**src/rtl/reg_file_sb_pkg.sv**
```systemverilog
// Shared pipeline constants: default register-file geometry used by decode, hazard and regfile.
// Latency: n/a (constants only).
// Backpressure: n/a.
package reg_file_sb_pkg;

   localparam int DEF_DATA_W = 32;   // architectural register width
   localparam int DEF_ADDR_W = 5;    // 32 architectural registers
   localparam int DEF_NREAD  = 2;    // read ports per issue slot

endpackage : reg_file_sb_pkg

```
**src/rtl/reg_scoreboard.sv**
```systemverilog
// Busy-bit scoreboard: one bit per register marking an outstanding producer, plus a popcount.
// Latency: set/clear visible on o_busy and o_busy_count one cycle after the request.
// Backpressure: none; issue and writeback are accepted every cycle.
//
// Ports:
//   clk, rst         sole clock, synchronous active-high reset (clears all busy bits)
//   i_set_vld/_idx   issue: mark register busy
//   i_clr_vld/_idx   writeback: mark register free
//   o_busy           registered busy vector, one bit per register
//   o_busy_count     number of set bits in o_busy
module reg_scoreboard
   import reg_file_sb_pkg::*;
#(
   parameter int ADDR_W   = DEF_ADDR_W,
   parameter int ZERO_REG = 1
) (
   input  logic                  clk,
   input  logic                  rst,
   input  logic                  i_set_vld,
   input  logic [ADDR_W-1:0]     i_set_idx,
   input  logic                  i_clr_vld,
   input  logic [ADDR_W-1:0]     i_clr_idx,
   output logic [2**ADDR_W-1:0]  o_busy,
   output logic [ADDR_W:0]       o_busy_count
);

   localparam int DEPTH = 2**ADDR_W;

   logic [DEPTH-1:0] r_busy;
   logic [ADDR_W:0]  r_busy_count;
   logic [DEPTH-1:0] w_busy_nxt;
   logic [ADDR_W:0]  w_count_nxt;

   always_comb begin
      w_busy_nxt = r_busy;
      // Clear before set: a same-cycle issue to the register being written back
      // is a newer producer, so the busy bit must survive.
      if (i_clr_vld) w_busy_nxt[i_clr_idx] = 1'b0;
      if (i_set_vld) w_busy_nxt[i_set_idx] = 1'b1;
      if (ZERO_REG != 0) w_busy_nxt[0] = 1'b0;

      // Count the next-state vector so the count register tracks r_busy exactly.
      w_count_nxt = '0;
      for (int i = 0; i < DEPTH; i++) begin
         w_count_nxt = w_count_nxt + {{ADDR_W{1'b0}}, w_busy_nxt[i]};
      end
   end

   always_ff @(posedge clk) begin
      if (rst) begin
         r_busy       <= '0;
         r_busy_count <= '0;
      end else begin
         r_busy       <= w_busy_nxt;
         r_busy_count <= w_count_nxt;
      end
   end

   assign o_busy       = r_busy;
   assign o_busy_count = r_busy_count;

endmodule : reg_scoreboard

```
**src/rtl/reg_file_sb.sv**
```systemverilog
// Register file with write-through bypass and per-register busy scoreboard.
// Latency: reads combinational (same-cycle writeback bypassed); writes/busy commit on next edge.
// Backpressure: none; every port is accepted every cycle, hazards are reported via readBusy.
//
// Ports:
//   clk, rst               sole clock, synchronous active-high reset (clears data and busy)
//   regWrite/writeReg/Data writeback port
//   issueValid/issueReg    issued instruction that will later write issueReg
//   readAddr/readData      NREAD packed read ports, port k at slice k
//   readBusy               port k's register has an outstanding producer
//   busyCount              number of busy registers
module reg_file_sb
   import reg_file_sb_pkg::*;
#(
   parameter int DATA_W   = DEF_DATA_W,
   parameter int ADDR_W   = DEF_ADDR_W,
   parameter int NREAD    = DEF_NREAD,
   parameter int ZERO_REG = 1
) (
   input  logic                     clk,
   input  logic                     rst,
   input  logic                     regWrite,
   input  logic [ADDR_W-1:0]        writeReg,
   input  logic [DATA_W-1:0]        writeData,
   input  logic                     issueValid,
   input  logic [ADDR_W-1:0]        issueReg,
   input  logic [NREAD*ADDR_W-1:0]  readAddr,
   output logic [NREAD*DATA_W-1:0]  readData,
   output logic [NREAD-1:0]         readBusy,
   output logic [ADDR_W:0]          busyCount
);

   localparam int DEPTH = 2**ADDR_W;

   logic [DATA_W-1:0] r_mem [DEPTH];
   logic [DEPTH-1:0]  w_busy;
   logic              w_wr_en;

   // Writes to the hardwired zero register are dropped so r_mem[0] stays 0.
   assign w_wr_en = regWrite && !((ZERO_REG != 0) && (writeReg == '0));

   always_ff @(posedge clk) begin
      if (rst) begin
         for (int i = 0; i < DEPTH; i++) begin
            r_mem[i] <= '0;
         end
      end else if (w_wr_en) begin
         r_mem[writeReg] <= writeData;
      end
   end

   reg_scoreboard #(
      .ADDR_W   (ADDR_W),
      .ZERO_REG (ZERO_REG)
   ) u_scoreboard (
      .clk          (clk),
      .rst          (rst),
      .i_set_vld    (issueValid),
      .i_set_idx    (issueReg),
      .i_clr_vld    (regWrite),
      .i_clr_idx    (writeReg),
      .o_busy       (w_busy),
      .o_busy_count (busyCount)
   );

   for (genvar k = 0; k < NREAD; k++) begin : g_rd
      logic [ADDR_W-1:0] w_addr;
      logic              w_zero;
      logic              w_hit;
      logic [DATA_W-1:0] w_data;

      assign w_addr = readAddr[k*ADDR_W +: ADDR_W];
      assign w_zero = (ZERO_REG != 0) && (w_addr == '0);
      assign w_hit  = regWrite && (writeReg == w_addr);

      // Zero register beats the bypass; otherwise a same-cycle writeback wins over storage.
      assign w_data = w_zero ? '0 : (w_hit ? writeData : r_mem[w_addr]);

      assign readData[k*DATA_W +: DATA_W] = w_data;
      // The writeback that is being bypassed is the producer, so it hides the busy bit.
      assign readBusy[k] = w_busy[w_addr] && !w_hit;
   end

endmodule : reg_file_sb
```
**config.mk**
```make
export PLATFORM = sky130hd
export DESIGN_NAME = reg_file_sb
export DESIGN_NICKNAME = d
export VERILOG_FILES = /design/src/rtl/reg_file_sb_pkg.sv /design/src/rtl/reg_scoreboard.sv /design/src/rtl/reg_file_sb.sv
export SDC_FILE = /design/constraint.sdc
export NUM_CORES = 2
export LEC_CHECK = 0
export CAP_MARGIN = 40
export CORE_MARGIN = 8
export CORE_UTILIZATION = 65
export CTS_CLUSTER_SIZE = 20
export DETAILED_ROUTE_END_ITERATION = 7
export PLACE_DENSITY_LB_ADDON = 0.05
export SYNTH_ARGS = -nofsm -noshare
export SYNTH_HDL_FRONTEND = slang
export SYNTH_SLANG_ARGS = --single-unit
```
**constraint.sdc**
```tcl
create_clock -name clk -period 18.2 [get_ports clk]
set_input_delay 1.82 -clock clk [delete_from_list [all_inputs] [get_ports clk]]
set_output_delay 1.82 -clock clk [all_outputs]
set_load 0.05 [all_outputs]
```
==> flow_metrics.tcl <==
set metrics [dict create \
    status "complete, no violations" \
    worstHoldEndpoint "u_scoreboard.o_busy[23]" \
    top_layer_used "met5" \
    reg2regPathDepth 20 \
    wl_met1_um 66510 \
    hold_buffers 0 \
    postSynthCellCount 4159 \
    die_w_um 315.3 \
    grt_start_max_net_pins 118 \
    finalMaxSlewViolations 0 \
    drive_above_1_share_pct 21.90 \
    overflow 0 \
    drcViolationCount 0 \
    r2r_slack_ns 13.05 \
    postRouteWirelength_um 202800 \
    crit_path_top_delay_cell "clkdlybuf4s50_1" \
    p_sw_uw 1620 \
    cp_data_required_time_ns 16.38 \
    n_fill_cell 5698 \
    synth-edff-count 1024 \
    postCtsSetupRepairBufs 0 \
    yosys.area_share.simple_pct 14.48 \
    critPathBufInv 5 \
    cts_resized 0 \
    path_cells "buf_8 > buf_4 > buf_4 > buf_12 > mux4_2 > a21oi_1 > nor2_1 > nor3_1 > a211oi_1 > clkdlybuf4s50_1" \
    synth_adder_area_share_pct 0.9844 \
    cts_tree "done" \
    wire_per_inst_um 37.18 \
    power.share.clock_pct 38.3 \
    critPathMaxStageDelay_ns 0.79 \
    viasPerCell 7.450 \
    cts_root_buffer "clkbuf_16" \
    async_flop_share_pct 0 \
    first_pass_iters 8 \
    port_buffers 127 \
    drtIter0Drc 7708 \
    max_slew_margin_pct 34.57 \
    wl_met2_um 89640 \
    powerDensity_nw_per_um2 94.50 \
    netlist.area_leader.share_pct 52.82 \
    min-delay-start "u_scoreboard.o_busy[23]" \
    area_delta_synth_final_pct 10.73 \
    finalHoldViolCount 0 \
    clkLatencyLatePin_ns 0.72 \
    combPwrFrac_pct 14.5 \
    rr_endpoint "u_scoreboard.o_busy_count[4]" \
    tightest_slew_ns 0.9740 \
    synth_cell_types 68 \
    timing.rr.start "u_scoreboard.o_busy[1]" \
    cts.sink_count 1061 \
    min_path_cells 2 \
    synth-seq-area-share_pct 54.09 \
    fp-row-count 109 \
    synth_top_family_by_area "multiplexers" \
    cpMostUsedCell "buf_4" \
    dp_hpwl_um 119100 \
    cp_max_fo 112 \
    grt_setup_unrepaired "false" \
    cts_max_path_buffers 3 \
    h-tree-depth 3 \
    finalNetCount 4274 \
    setup.worst_path.class "input pin to primary output" \
    p_int_uw 4472 \
    hold_ws_ns 0.5148 \
    path_clk_slew_ns 0.06 \
    ys_warn_count 0 \
    place_congestion 0.8970 \
    die_y_um 315.3 \
    finalSetupViolCount 0 \
    synth_xor_area_share_pct 0.1956 \
    finalClockSkew_ns 0.01082 \
    synthesis.area_um2 58210 \
    crit_family "buffers and inverters" \
    pin_count 128 \
    irDropWorstVdd_uv 86.65 \
    worst_setup_path_end_kind "primary output" \
    antenna_found_initial 8 \
    synth_area_leader_cell "edfxtp_1" \
    min_period_over_period_pct 49.08 \
    synth.avg_cell_area_um2 14.00 \
    grt_pass1_wl_um 285300 \
    grt_use_total_pct 40.50 \
    start_util_pct 65.77 \
    synth-main-ff-cell "edfxtp_1" \
    hp-class "flip-flop to flip-flop" \
    power_frac_seq_pct 47.3 \
    cp-start-kind "input pin" \
    dieArea_um2 99390 \
    vias 40630 \
    grt_pass1_vias 39610 \
    cts_made_buffers 111 \
    critical_path_arrival_ns 7.11 \
    period_needed_ns 8.932 \
    synth_compound_area_share_pct 5.522 \
    core_region_area_um2 88510 \
    synth_area_leaders "edfxtp_1, mux4_2, and2_1" \
    met3_length_um 34230 \
    ant_nets 0 \
    swShare_pct 26.59 \
    ys_ff_latch 1061 \
    max_cap_viol_count 0 \
    synth_mux_area_share_pct 20.85 \
    p_leak_uw 0.02257 \
    fmax_ghz 0.1120 \
    setup_tns_ns 0 \
]
## worst reg2reg max path, stage by stage (launching register included)
cell and delay, ns:
dfxtp_1 0.33, a22o_1 0.23, ha_1 0.31, fa_1 0.45, fa_1 0.50, inv_1 0.05
fa_1 0.47, inv_1 0.05, fa_1 0.48, fa_1 0.51, inv_1 0.05, fa_1 0.42
inv_1 0.06, ha_1 0.16, inv_1 0.06, fa_1 0.44, inv_1 0.07, a21o_1 0.10
a21oi_1 0.06, xor2_1 0.14, nor2_1 0.05
## metrics by stage
stage | util [%] | setup WS, ns | power, uW | area [um^2] | cells
6_report | 72.83 | 9.268 | 6091 | 64460 | 5454
5_1_grt | 72.82 | 9.040 | 6207 | 64450 | 5451
4_1_cts | 72.77 | 9.348 | 6048 | 64410 | 5443
3_5_place_dp | 68.60 | 9.358 | 3773 | 60720 | 5232
3_3_place_gp | 68.18 | 9.242 | 3748 | 60340 | 5204
2_1_floorplan | - | 10.98 | 3446 | 58330 | 4190
## sequential cells by signal, indices dropped and copies added, names as in the netlist
register / flops
u_scoreboard.o_busy: 31
r_mem: 1024
u_scoreboard.o_busy_count: 6
## power groups by stage
stage | sequential, uW | combinational (uW) | clock (uW)
after floorplan | 2900 | 545 | 0
after global placement | 2910 | 833 | 0
after detailed placement | 2920 | 849 | 0
after CTS | 2870 | 853 | 2320
after global routing | 2890 | 901 | 2420
final | 2880 | 880 | 2330
## final cells by class
type	instances	area, um^2	share of cell area, %
Clock buffer	135	2942	4.563
Inverter	33	123.9	0.1922
Tap cell	1165	1458	2.261
Antenna cell	5	12.51	0.01941
Multi-Input combinational cell	2673	24870	38.58
Timing Repair Buffer	306	2818	4.371
Clock inverter	76	749.5	1.163
Sequential cell	1061	31490	48.85
## cell families (layout without fill, tap and decap cells)
group	count (synthesis)	count (layout)
muxes	662	662
buffers and inverters	456	550
AOI/OAI and AO/OA	484	484
other	1	37
DFF	1061	1061
xor gates and xnor gates	13	13
adders and majority gates	32	32
and+or+nand+nor	1450	1450
## synthesized netlist by cell type, types with 8 or more instances
cell type and count:
edfxtp_1 1024, and2_1 996, mux4_2 431, clkbuf_1 273
mux2i_1 159, nor2_1 147, o22ai_1 104, nand2_1 100
a21oi_1 86, buf_2 73, mux2_2 70, o21ai_0 70
a22oi_1 68, nor2b_1 38, dfxtp_1 37, nor3_1 37
or2_2 34, inv_1 30, nor4_1 30, o211ai_1 29
buf_4 28, a211oi_1 26, buf_6 24, fa_1 23
nand3_1 19, a221oi_1 18, buf_1 12, a22o_1 11
nand2b_1 11, nor3b_1 11, o22a_1 11, xor2_1 11
a32oi_1 10, ha_1 9, o21ai_1 9, a31oi_1 8
and3_1 8
## worst max path at each step
| stage | slack (ns) | depth (start not counted) | to | from |
|---|---|---|---|---|
| after global placement | 9.24 | 10 | readData[8] | readAddr[0] |
| after detailed placement | 9.36 | 10 | readData[21] | readAddr[0] |
| after CTS | 9.35 | 10 | readData[21] | readAddr[0] |
| after global routing | 9.04 | 10 | readData[12] | readAddr[0] |
| after floorplan | 10.98 | 24 | u_scoreboard.o_busy_count[4] | writeReg[0] |
| final | 9.27 | 10 | readData[21] | readAddr[0] |
## cell usage in the layout (no fill, tap or decap), types with 86 or more instances in the layout
cell,count
o22ai_1,104
mux4_2,431
edfxtp_1,1024
clkbuf_16,114
nor2_1,115
clkdlybuf4s50_1,116
mux2i_1,159
buf_4,144
a21oi_1,86
nand2_1,97
and2_1,996
## metal layers
metal / vias to the layer above / global-route usage, %
li1: 15870 / -
met1: 20090 / 52.43
met2: 3886 / 60.21
met4: 2 / 20.69
met5: - / 0
met3: 791 / 15.12
Power figures use the tool's default switching activity.
